[src/rtl/fp_wb_if.sv]
// Bundle of issue, execute-stage and writeback signals around the FP
// writeback controller. The slave modport is the controller's view; the
// master modport is the view of everything around it.
interface fp_wb_if;
    logic        issue_valid;
    logic [4:0]  issue_rd;
    logic        issue_to_int;
    logic        issue_ready;
    logic        busy;
    logic        exe_enable;
    logic        exe_ready;
    logic [31:0] exe_result;
    logic [4:0]  exe_flags;
    logic        wb_valid;
    logic        wb_ready;
    logic [4:0]  wb_rd;
    logic [31:0] wb_data;
    logic        wb_to_int;
    logic [4:0]  fflags;
    logic        fflags_clr;
    logic        timeout;

    modport master (
        output issue_valid, issue_rd, issue_to_int,
        output exe_ready, exe_result, exe_flags,
        output wb_ready, fflags_clr,
        input  issue_ready, busy, exe_enable,
        input  wb_valid, wb_rd, wb_data, wb_to_int,
        input  fflags, timeout
    );

    modport slave (
        input  issue_valid, issue_rd, issue_to_int,
        input  exe_ready, exe_result, exe_flags,
        input  wb_ready, fflags_clr,
        output issue_ready, busy, exe_enable,
        output wb_valid, wb_rd, wb_data, wb_to_int,
        output fflags, timeout
    );
endinterface

[src/rtl/fp_wb_ctrl.sv]
// FP execute sequencing and writeback controller: runs one op at a time
// through the execute stage, guards it with a watchdog, queues completed
// results in a small FIFO toward the register file and accrues sticky fflags.
module fp_wb_ctrl #(
    parameter int DEPTH   = 4,
    parameter int TIMEOUT = 64
) (
    input  logic   clk,
    input  logic   rst_n,
    fp_wb_if.slave bus
);
    localparam int PW = $clog2(DEPTH);
    localparam int CW = PW + 1;
    localparam int TW = $clog2(TIMEOUT);

    typedef enum logic {
        S_IDLE = 1'b0,
        S_EXEC = 1'b1
    } state_t;

    state_t          state, state_nxt;
    logic [TW-1:0]   wdog;
    logic [4:0]      op_rd;
    logic            op_to_int;

    logic [4:0]      mem_rd     [DEPTH];
    logic            mem_to_int [DEPTH];
    logic [31:0]     mem_data   [DEPTH];
    logic [PW-1:0]   wr_ptr, rd_ptr;
    logic [CW-1:0]   count;

    logic [4:0]      fflags_q;
    logic            timeout_q;

    logic            in_exec, done, room, issue_rdy, accept, abort, push, pop, fifo_nonempty;

    assign in_exec       = (state == S_EXEC);
    assign done          = in_exec & bus.exe_ready;
    // Room is judged before any pop, so a completing op always finds a free slot.
    assign room          = ({1'b0, count} + (CW+1)'(done)) < (CW+1)'(DEPTH);
    assign issue_rdy     = (~in_exec | done) & room;
    assign accept        = bus.issue_valid & issue_rdy;
    assign abort         = in_exec & ~bus.exe_ready & (wdog == TW'(TIMEOUT - 1));
    assign fifo_nonempty = (count != '0);
    assign push          = done;
    assign pop           = fifo_nonempty & bus.wb_ready;

    // State register.
    always_ff @(posedge clk or negedge rst_n) begin
        if (!rst_n) state <= S_IDLE;
        else        state <= state_nxt;
    end

    // Next-state: stay in EXEC across back-to-back issues, leave on completion or abort.
    always_comb begin
        state_nxt = state;
        case (state)
            S_IDLE: if (accept) state_nxt = S_EXEC;
            S_EXEC: begin
                if (done)       state_nxt = accept ? S_EXEC : S_IDLE;
                else if (abort) state_nxt = S_IDLE;
            end
            default: state_nxt = S_IDLE;
        endcase
    end

    // FSM outputs: enable and busy are straight decodes of the registered state.
    always_comb begin
        bus.exe_enable  = in_exec;
        bus.busy        = in_exec;
        bus.issue_ready = issue_rdy;
    end

    // Watchdog: counts EXEC cycles without ready, restarted by every accepted op.
    always_ff @(posedge clk or negedge rst_n) begin
        if (!rst_n)                              wdog <= '0;
        else if (accept || abort)                wdog <= '0;
        else if (in_exec && !bus.exe_ready)      wdog <= wdog + 1'b1;
    end

    // Destination of the op in flight, captured on acceptance.
    always_ff @(posedge clk) begin
        if (accept) begin
            op_rd     <= bus.issue_rd;
            op_to_int <= bus.issue_to_int;
        end
    end

    // FIFO storage: written at the tail when an op completes.
    always_ff @(posedge clk) begin
        if (push) begin
            mem_rd[wr_ptr]     <= op_rd;
            mem_to_int[wr_ptr] <= op_to_int;
            mem_data[wr_ptr]   <= bus.exe_result;
        end
    end

    // FIFO pointers and occupancy; pointers wrap naturally since DEPTH is a power of two.
    always_ff @(posedge clk or negedge rst_n) begin
        if (!rst_n) begin
            wr_ptr <= '0;
            rd_ptr <= '0;
            count  <= '0;
        end else begin
            if (push) wr_ptr <= wr_ptr + 1'b1;
            if (pop)  rd_ptr <= rd_ptr + 1'b1;
            case ({push, pop})
                2'b10:   count <= count + 1'b1;
                2'b01:   count <= count - 1'b1;
                default: count <= count;
            endcase
        end
    end

    // Sticky flags: a clear coinciding with a completion keeps only the new flags.
    always_ff @(posedge clk or negedge rst_n) begin
        if (!rst_n)              fflags_q <= '0;
        else if (bus.fflags_clr) fflags_q <= done ? bus.exe_flags : 5'd0;
        else if (done)           fflags_q <= fflags_q | bus.exe_flags;
    end

    // Sticky watchdog indication, only reset clears it.
    always_ff @(posedge clk or negedge rst_n) begin
        if (!rst_n)     timeout_q <= 1'b0;
        else if (abort) timeout_q <= 1'b1;
    end

    // Writeback port shows the head entry, zeros when the FIFO is empty.
    always_comb begin
        bus.wb_valid  = fifo_nonempty;
        bus.wb_rd     = '0;
        bus.wb_data   = '0;
        bus.wb_to_int = 1'b0;
        if (fifo_nonempty) begin
            bus.wb_rd     = mem_rd[rd_ptr];
            bus.wb_data   = mem_data[rd_ptr];
            bus.wb_to_int = mem_to_int[rd_ptr];
        end
        bus.fflags  = fflags_q;
        bus.timeout = timeout_q;
    end
endmodule

[src/flat_wrapper.sv]
// flat-port wrapper written by rule: the top's interface ports become plain ports
module fp_wb_ctrl_flat 
#(
    parameter int DEPTH   = 4,
    parameter int TIMEOUT = 64
)
  (clk, rst_n, bus_issue_valid, bus_issue_rd, bus_issue_to_int, bus_exe_ready, bus_exe_result, bus_exe_flags, bus_wb_ready, bus_fflags_clr, bus_issue_ready, bus_busy, bus_exe_enable, bus_wb_valid, bus_wb_rd, bus_wb_data, bus_wb_to_int, bus_fflags, bus_timeout);
  fp_wb_if bus_i ();
  input  logic clk;
  input  logic rst_n;
  input wire logic [$bits(bus_i.issue_valid)-1:0] bus_issue_valid;
  input wire logic [$bits(bus_i.issue_rd)-1:0] bus_issue_rd;
  input wire logic [$bits(bus_i.issue_to_int)-1:0] bus_issue_to_int;
  input wire logic [$bits(bus_i.exe_ready)-1:0] bus_exe_ready;
  input wire logic [$bits(bus_i.exe_result)-1:0] bus_exe_result;
  input wire logic [$bits(bus_i.exe_flags)-1:0] bus_exe_flags;
  input wire logic [$bits(bus_i.wb_ready)-1:0] bus_wb_ready;
  input wire logic [$bits(bus_i.fflags_clr)-1:0] bus_fflags_clr;
  output wire logic [$bits(bus_i.issue_ready)-1:0] bus_issue_ready;
  output wire logic [$bits(bus_i.busy)-1:0] bus_busy;
  output wire logic [$bits(bus_i.exe_enable)-1:0] bus_exe_enable;
  output wire logic [$bits(bus_i.wb_valid)-1:0] bus_wb_valid;
  output wire logic [$bits(bus_i.wb_rd)-1:0] bus_wb_rd;
  output wire logic [$bits(bus_i.wb_data)-1:0] bus_wb_data;
  output wire logic [$bits(bus_i.wb_to_int)-1:0] bus_wb_to_int;
  output wire logic [$bits(bus_i.fflags)-1:0] bus_fflags;
  output wire logic [$bits(bus_i.timeout)-1:0] bus_timeout;
  assign bus_i.issue_valid = bus_issue_valid;
  assign bus_i.issue_rd = bus_issue_rd;
  assign bus_i.issue_to_int = bus_issue_to_int;
  assign bus_i.exe_ready = bus_exe_ready;
  assign bus_i.exe_result = bus_exe_result;
  assign bus_i.exe_flags = bus_exe_flags;
  assign bus_i.wb_ready = bus_wb_ready;
  assign bus_i.fflags_clr = bus_fflags_clr;
  assign bus_issue_ready = bus_i.issue_ready;
  assign bus_busy = bus_i.busy;
  assign bus_exe_enable = bus_i.exe_enable;
  assign bus_wb_valid = bus_i.wb_valid;
  assign bus_wb_rd = bus_i.wb_rd;
  assign bus_wb_data = bus_i.wb_data;
  assign bus_wb_to_int = bus_i.wb_to_int;
  assign bus_fflags = bus_i.fflags;
  assign bus_timeout = bus_i.timeout;
  fp_wb_ctrl #(.DEPTH(DEPTH), .TIMEOUT(TIMEOUT)) u_core (.clk(clk), .rst_n(rst_n), .bus(bus_i));
endmodule
[config.mk]
export PLATFORM = sky130hd
export DESIGN_NAME = fp_wb_ctrl_flat
export DESIGN_NICKNAME = d
export VERILOG_FILES = /design/src/rtl/fp_wb_if.sv /design/src/rtl/fp_wb_ctrl.sv /design/src/flat_wrapper.sv
export SDC_FILE = /design/constraint.sdc
export NUM_CORES = 1
export LEC_CHECK = 0
export CAP_MARGIN = 20
export CORE_UTILIZATION = 40
export CTS_CLUSTER_SIZE = 30
export DETAILED_ROUTE_END_ITERATION = 10
export SETUP_SLACK_MARGIN = 0.5
export SLEW_MARGIN = 5
export SYNTH_ARGS = -nofsm -noshare
export SYNTH_HDL_FRONTEND = slang
export SYNTH_SLANG_ARGS = --single-unit
[constraint.sdc]
create_clock -name clk -period 2.4 [get_ports clk]
set_input_delay 0.48 -clock clk [delete_from_list [all_inputs] [get_ports clk]]
set_output_delay 0.48 -clock clk [all_outputs]
set_load 0.005 [all_outputs]
==> results of run 1 <==
power groups by stage:
stage / Combinational, W / Sequential (W) / Clock, W
global placement: 0.00351 / 0.00407 / 0
global route: 0.00515 / 0.00411 / 0.00303
floorplan: 0.00192 / 0.00402 / 0
detailed placement: 0.00351 / 0.00410 / 0
CTS: 0.00460 / 0.00408 / 0.00290
finish: 0.00481 / 0.00407 / 0.00286
per-stage QoR:
step	setup WS [ns]	TNS, ns	hold WS (ns)
global placement	0.08635	0	0.4517
finish	-0.05552	-0.2786	0.3998
floorplan	0.5088	0	0.1844
detailed placement	0.05832	0	0.4562
CTS	-0.06704	-0.7858	0.3915
global route	-0.1026	-1.999	0.4200
cell type report:
class	instances	share of cell area
multi-input cells	148	0.1796
flip-flops and latches	178	0.5504
inverters	12	0.004982
clock buffers	18	0.04497
repair buffers	146	0.1719
well taps	220	0.02884
clock inverters	14	0.01927
worst max-delay path by stage:
| stage | startpoint | to | slack [ns] | cells past startpoint |
|---|---|---|---|---|
| floorplan | u_core.bus.busy | u_core.count[2] | 0.51 | 10 |
| global placement | u_core.rd_ptr[0] | bus_wb_data[7] | 0.09 | 4 |
| detailed placement | u_core.rd_ptr[0] | bus_wb_data[7] | 0.06 | 4 |
| CTS | u_core.rd_ptr[0] | bus_wb_data[19] | -0.07 | 6 |
| global route | u_core.rd_ptr[0] | bus_wb_data[19] | -0.10 | 6 |
| finish | u_core.rd_ptr[0] | bus_wb_data[19] | -0.06 | 6 |
critical path: cells and delay by family, from the launching register on:
family	cells	cell delay [ns]
flops	1	0.39
mux	1	0.50
simple gates	1	0.18
buf+inv	4	0.49
registers in the layout, summed over array words and instances, names as in the netlist, 2 cells and up:
name and count:
u_core.mem_data 128, u_core.bus.fflags 5, u_core.count 3, u_core.mem_to_int 4, u_core.rd_ptr 2, u_core.wdog 6
u_core.op_rd 5, u_core.mem_rd 20, u_core.wr_ptr 2
cells in the final DEF, fill, tap and decap left out, types with 4 or more instances in the layout:
| cell | n |
|---|---|
| edfxtp_1 | 158 |
| clkdlybuf4s50_1 | 56 |
| buf_6 | 49 |
| mux4_2 | 38 |
| and2_4 | 33 |
| clkbuf_16 | 17 |
| buf_4 | 17 |
| dfrtp_1 | 14 |
| nand2_1 | 12 |
| buf_12 | 12 |
| inv_1 | 10 |
| o21ai_0 | 7 |
| buf_2 | 7 |
| and2_1 | 6 |
| xor2_1 | 6 |
| dfrtp_2 | 6 |
| or3_4 | 5 |
| ha_1 | 5 |
| nand3_1 | 4 |
| and3_2 | 4 |
| nor2_1 | 4 |
| bufinv_16 | 4 |
| clkinv_1 | 4 |
| buf_16 | 4 |
routing by layer:
metal,global-route usage,wire [µm]
met5,0,0
met2,0.2749,6957
met4,0.06061,227
met1,0.2269,6362
met3,0.04006,706
logic make-up after synthesis:
family | Yosys count
buffers and inverters | 28
and+or+nand+nor | 74
AOI/OAI and AO/OA | 15
adders and majority gates | 7
xor gates and xnor gates | 9
DFF | 178
muxes | 39
timing repair:
item | CTS | global route
setup endpoints to repair | 44 | 43
hold buffers | 0 | 0
cloned | 8 | 0
pin swaps | 35 | 3
buffers inserted | 22 | 4
resized for setup | 245 | 19
==> impl_metrics.ini, run 1 <==
[status]
status = finished, violations left
violations = negative setup slack

[synthesis]
synth_compound_area_frac = 0.01292
ys_seq_elements = 178
ys_async_sr_fraction = 0.1124
synth_top_area_frac = 0.6807
synth.avg_cell_area_um2 = 19.92
synthSimpleGateAreaFrac = 0.06283
yosysWarnings = 0
synth.most_common_cell = edfxtp_1
synth_edf_count = 158
synth_mux_area_frac = 0.1242
netlist_area_um2 = 6970
synth_top_area_cell = edfxtp_1
synth_adder_area_share = 0.01364
synth_top_family_by_area = multiplexers
yosysSeqAreaShare = 0.7525
synth_ff_type = edfxtp_1
synth.distinct_cells = 32
synth_common_cells = edfxtp_1 (158), and2_1 (39), mux4_2 (38), dfrtp_1 (20)
yosys-top-cells-area = edfxtp_1 (68%), mux4_2 (12%), dfrtp_1 (7.2%)
mappedNetlistNets = 406
synth_xor_area_frac = 0.01131
synthCells = 350

[sta]
finalSetupViolCount = 15
tightestPinTransition_ns = 0.3090
hold_viol_final = 0
setup_ws_ns = -0.05552
layout_min_cycle_time_ns = 2.456
fmax_mhz = 407.2
max_slew_margin = 0.7940
slew_viol_final = 0
fin_crit_sh = 1.023
finClkSkew_ns = 0.006937
rsz0062_at_grt = true

[finish]
area_growth_pct = 36.91
layout.area.seq_um2 = 5253
drive_gt1_frac = 0.4089
final_cells = 736
multi_input_area_um2 = 1714
finish.utilization = 0.5674
fin_nets = 559
num-fill-cells = 1279
diodes = 0
design_area_um2 = 9543

[power]
leakagePower_nw = 3.453
peakVddDrop_v = 0.0006060
p_per_area_nw_per_um2 = 1230
pwr-share-clk = 0.243
total_power_w = 0.01173
p_sw_w = 0.003086
seqPwrFrac = 0.347
switching_share = 0.2630
pwr-share-comb = 0.410
internal_power_w = 0.008648

[detailed_routing]
dr.pass1.iters = 4
drc = 0
ant_nets = 0
vias = 3654
drt-total-wl_mm = 14.25
viasPerCell = 4.965
wl_per_cell_um = 19.37
drtIter0Drc = 211

[floorplan]
fp-row-count = 47
fp.coreArea_um2 = 16820
die_w_um = 134.0
die_h_um = 134.0
die_area_um2 = 17960
start_util = 0.4144
ioPinCount = 97

[critical_path]
cp_common_cell = buf_12
slowest_delay_ns = 0.50
worst_ep_arrival_time_ns = 1.98
start_kind = flip-flop
critPathKind = reg2out
reg2reg_slack_ns = 0.31
reg2reg_depth = 9
slowest_stage = mux4_2
cp-end-kind = output port
cp_max_fo = 6
r2r_start = u_core.count[0]
worstPathCellList = buf_12 -> buf_12 -> buf_16 -> mux4_2 -> and2_4 -> buf_6
cp.required_ns = 1.92
r2r_end = u_core.count[2]

[placed_design]
hpwl_mm = 7.957
numPortBuffers = 96
dp_cells = 670
placed_area_um2 = 8327
gp_congestion = 0.7243

[cts]
path_clk_slew_ns = 0.07
root_buffer = clkbuf_16
htree_levels = 4
clkLatencyLatePin_ns = 0.42
cts_tree = yes
clock-sinks = 178
cts_inserted_buffers = 17
clock_path_buffers = 2

[global_route]
grt_max_degree = 30
grt_pass1_vias = 3901
grt_first_pass_wirelength_mm = 22.03
grt_usage = 0.1705
grt_overflow_total = 0
grt_antenna_before_repair = 0

[hold_path]
hold_class = in2async

[flow_run]
timing.max_cap.violations = 0
Note: power is estimated with default switching activity, not from simulation.
==> inputs of run 2 (changes only) <==
--- a/config.mk
+++ b/config.mk
@@ -6,7 +6,7 @@
 export NUM_CORES = 1
 export LEC_CHECK = 0
 export CAP_MARGIN = 20
-export CORE_UTILIZATION = 40
+export CORE_UTILIZATION = 38
 export CTS_CLUSTER_SIZE = 30
 export DETAILED_ROUTE_END_ITERATION = 10
 export SETUP_SLACK_MARGIN = 0.5
==> run 2 against run 1 <==
Against the previous run:
- the run still ends with negative setup slack left
- utilization decreased by 4.7 points
- clock-buffer cell count unchanged
- design area decreased by 2.0%
- critical path type unchanged
- cell count increased by 0.14%
- clock skew increased by 0.00067 ns
- largest power group unchanged
==> impl_metrics.ini, run 2 (synthesis results as in run 1) <==
[status]
status = finished, violations left
violations = negative setup slack

[floorplan]
die_h_um = 137.4
fp-row-count = 49
ioPinCount = 97
fp.coreArea_um2 = 17960
die_area_um2 = 18890
start_util = 0.3880
die_w_um = 137.4

[sta]
finalSetupViolCount = 28
setup_ws_ns = -0.06789
rsz0062_at_grt = true
finalSetupTns_ns = -1.279
slew_viol_final = 0
finClkSkew_ns = 0.007611
max_slew_margin = 0.5603
fin_crit_sh = 1.028
tightestPinTransition_ns = 0.6576
hold_viol_final = 0
layout_min_cycle_time_ns = 2.468
fmax_mhz = 405.2
whs_ns = 0.4617

[cts]
clkLatencyLatePin_ns = 0.41
cts_inserted_buffers = 17
clock_path_buffers = 2
path_clk_slew_ns = 0.07
clock-sinks = 178
root_buffer = clkbuf_16
cts_tree = yes
htree_levels = 4

[critical_path]
slowest_stage = dfrtp_4
worst_ep_arrival_time_ns = 1.99
reg2reg_depth = 8
cp-end-kind = output port
cp_common_cell = buf_12
crit_end = bus_wb_data[13]
start_kind = flip-flop
slowest_delay_ns = 0.48
worstPathCellList = buf_12 -> buf_12 -> buf_16 -> mux4_2 -> and2_4 -> buf_6
cp.required_ns = 1.92
r2r_end = u_core.count[2]
critPathKind = reg2out
r2r_start = u_core.count[0]
cp_max_fo = 7
cp-startpoint = u_core.rd_ptr[0]
reg2reg_slack_ns = 0.51

[placed_design]
hpwl_mm = 8.491
placed_area_um2 = 8396
dp_cells = 683
numPortBuffers = 96
gp_congestion = 0.7273

[finish]
top_regs = u_core.mem_data x128, u_core.mem_rd x20, u_core.wdog x6
final_cells = 737
regMostFlops = u_core.mem_data
fin_nets = 551
most-common-layout-cells = edfxtp_1 (158), clkdlybuf4s50_1 (57), mux4_2 (38), and2_4 (33), buf_6 (33)
area_growth_pct = 34.11
design_area_um2 = 9348
diodes = 0
drive_gt1_frac = 0.4035
largest_reg_flops = 128
layout_commonest_cell = edfxtp_1

[detailed_routing]
drtIter0Drc = 127
vias = 3618
wl_per_cell_um = 17.82
dr.pass1.iters = 4
viasPerCell = 4.909
ant_nets = 0
drc = 0
drt-total-wl_mm = 13.13

[flow_run]
timing.max_cap.violations = 0

[power]
leakagePower_nw = 3.370
p_sw_w = 0.002963
switching_share = 0.2652
total_power_w = 0.01118
pwr-share-clk = 0.241
internal_power_w = 0.008213
peakVddDrop_v = 0.0007413
pwr-share-comb = 0.400
seqPwrFrac = 0.359
p_per_area_nw_per_um2 = 1196

[global_route]
grt_first_pass_wirelength_mm = 20.63
grt_antenna_before_repair = 0
grt_max_degree = 29
grt_pass1_vias = 3849
grt_usage = 0.1531
grt_overflow_total = 0

[hold_path]
hold_class = in2async
## run 2: cell type report
type                       count  area, µm²
tap                          229      286.5
clock inverter                14      152.6
timing repair buffer         142       1513
multi-input combinational    144       1665
sequential                   178       5254
clock buffer                  18      429.2
fill                        1434       8616
inverter                      12      47.55
## run 2: what timing repair did
item	4_1_cts	5_1_grt
gates resized for setup	203	29
endpoints found under the hold margin	0	0
gates cloned	2	0
setup endpoints to repair	44	42
hold buffers	0	0
buffers inserted	18	2
pin swaps	37	2
## run 2: power groups by stage
stage | combinational, W | clock [W] | sequential, W
after floorplan | 0.00192 | 0 | 0.00402
after global placement | 0.00357 | 0 | 0.00413
after detailed placement | 0.00358 | 0 | 0.00415
after CTS | 0.00428 | 0.00277 | 0.00402
after global routing | 0.00484 | 0.00288 | 0.00406
final | 0.00447 | 0.00270 | 0.00401
## run 2: layer usage
metal | GRT usage | vias to the layer above | wire (µm)
met3 | 0.04084 | 11 | 589
met1 | 0.1943 | 1855 | 5778
met2 | 0.2521 | 97 | 6633
met4 | 0.05495 | 0 | 132
met5 | 0 | - | 0
li1 | - | 1655 | -
## run 2: critical path, delay by kind of cell, from the launching register on
family	cells	cell delay, ns
buffers and inverters	4	0.51
flip-flops	1	0.48
multiplexers	1	0.42
AND/OR/NAND/NOR	1	0.15
## run 2: worst min path at each step
stage,startpoint,to
final,rst_n,u_core.wdog[4]
after global routing,rst_n,u_core.bus.timeout
after CTS,rst_n,u_core.wdog[4]
after detailed placement,u_core.bus.timeout,u_core.bus.timeout
after global placement,u_core.bus.timeout,u_core.bus.timeout
after floorplan,rst_n,u_core.bus.busy
## run 2: metrics by stage
stage | setup slack (ns) | util
after floorplan | 0.5088 | -
after global placement | 0.1231 | 0.4674
after detailed placement | 0.1032 | 0.4674
after CTS | -0.1281 | 0.5154
after global routing | -0.1501 | 0.5204
final | -0.06789 | 0.5204
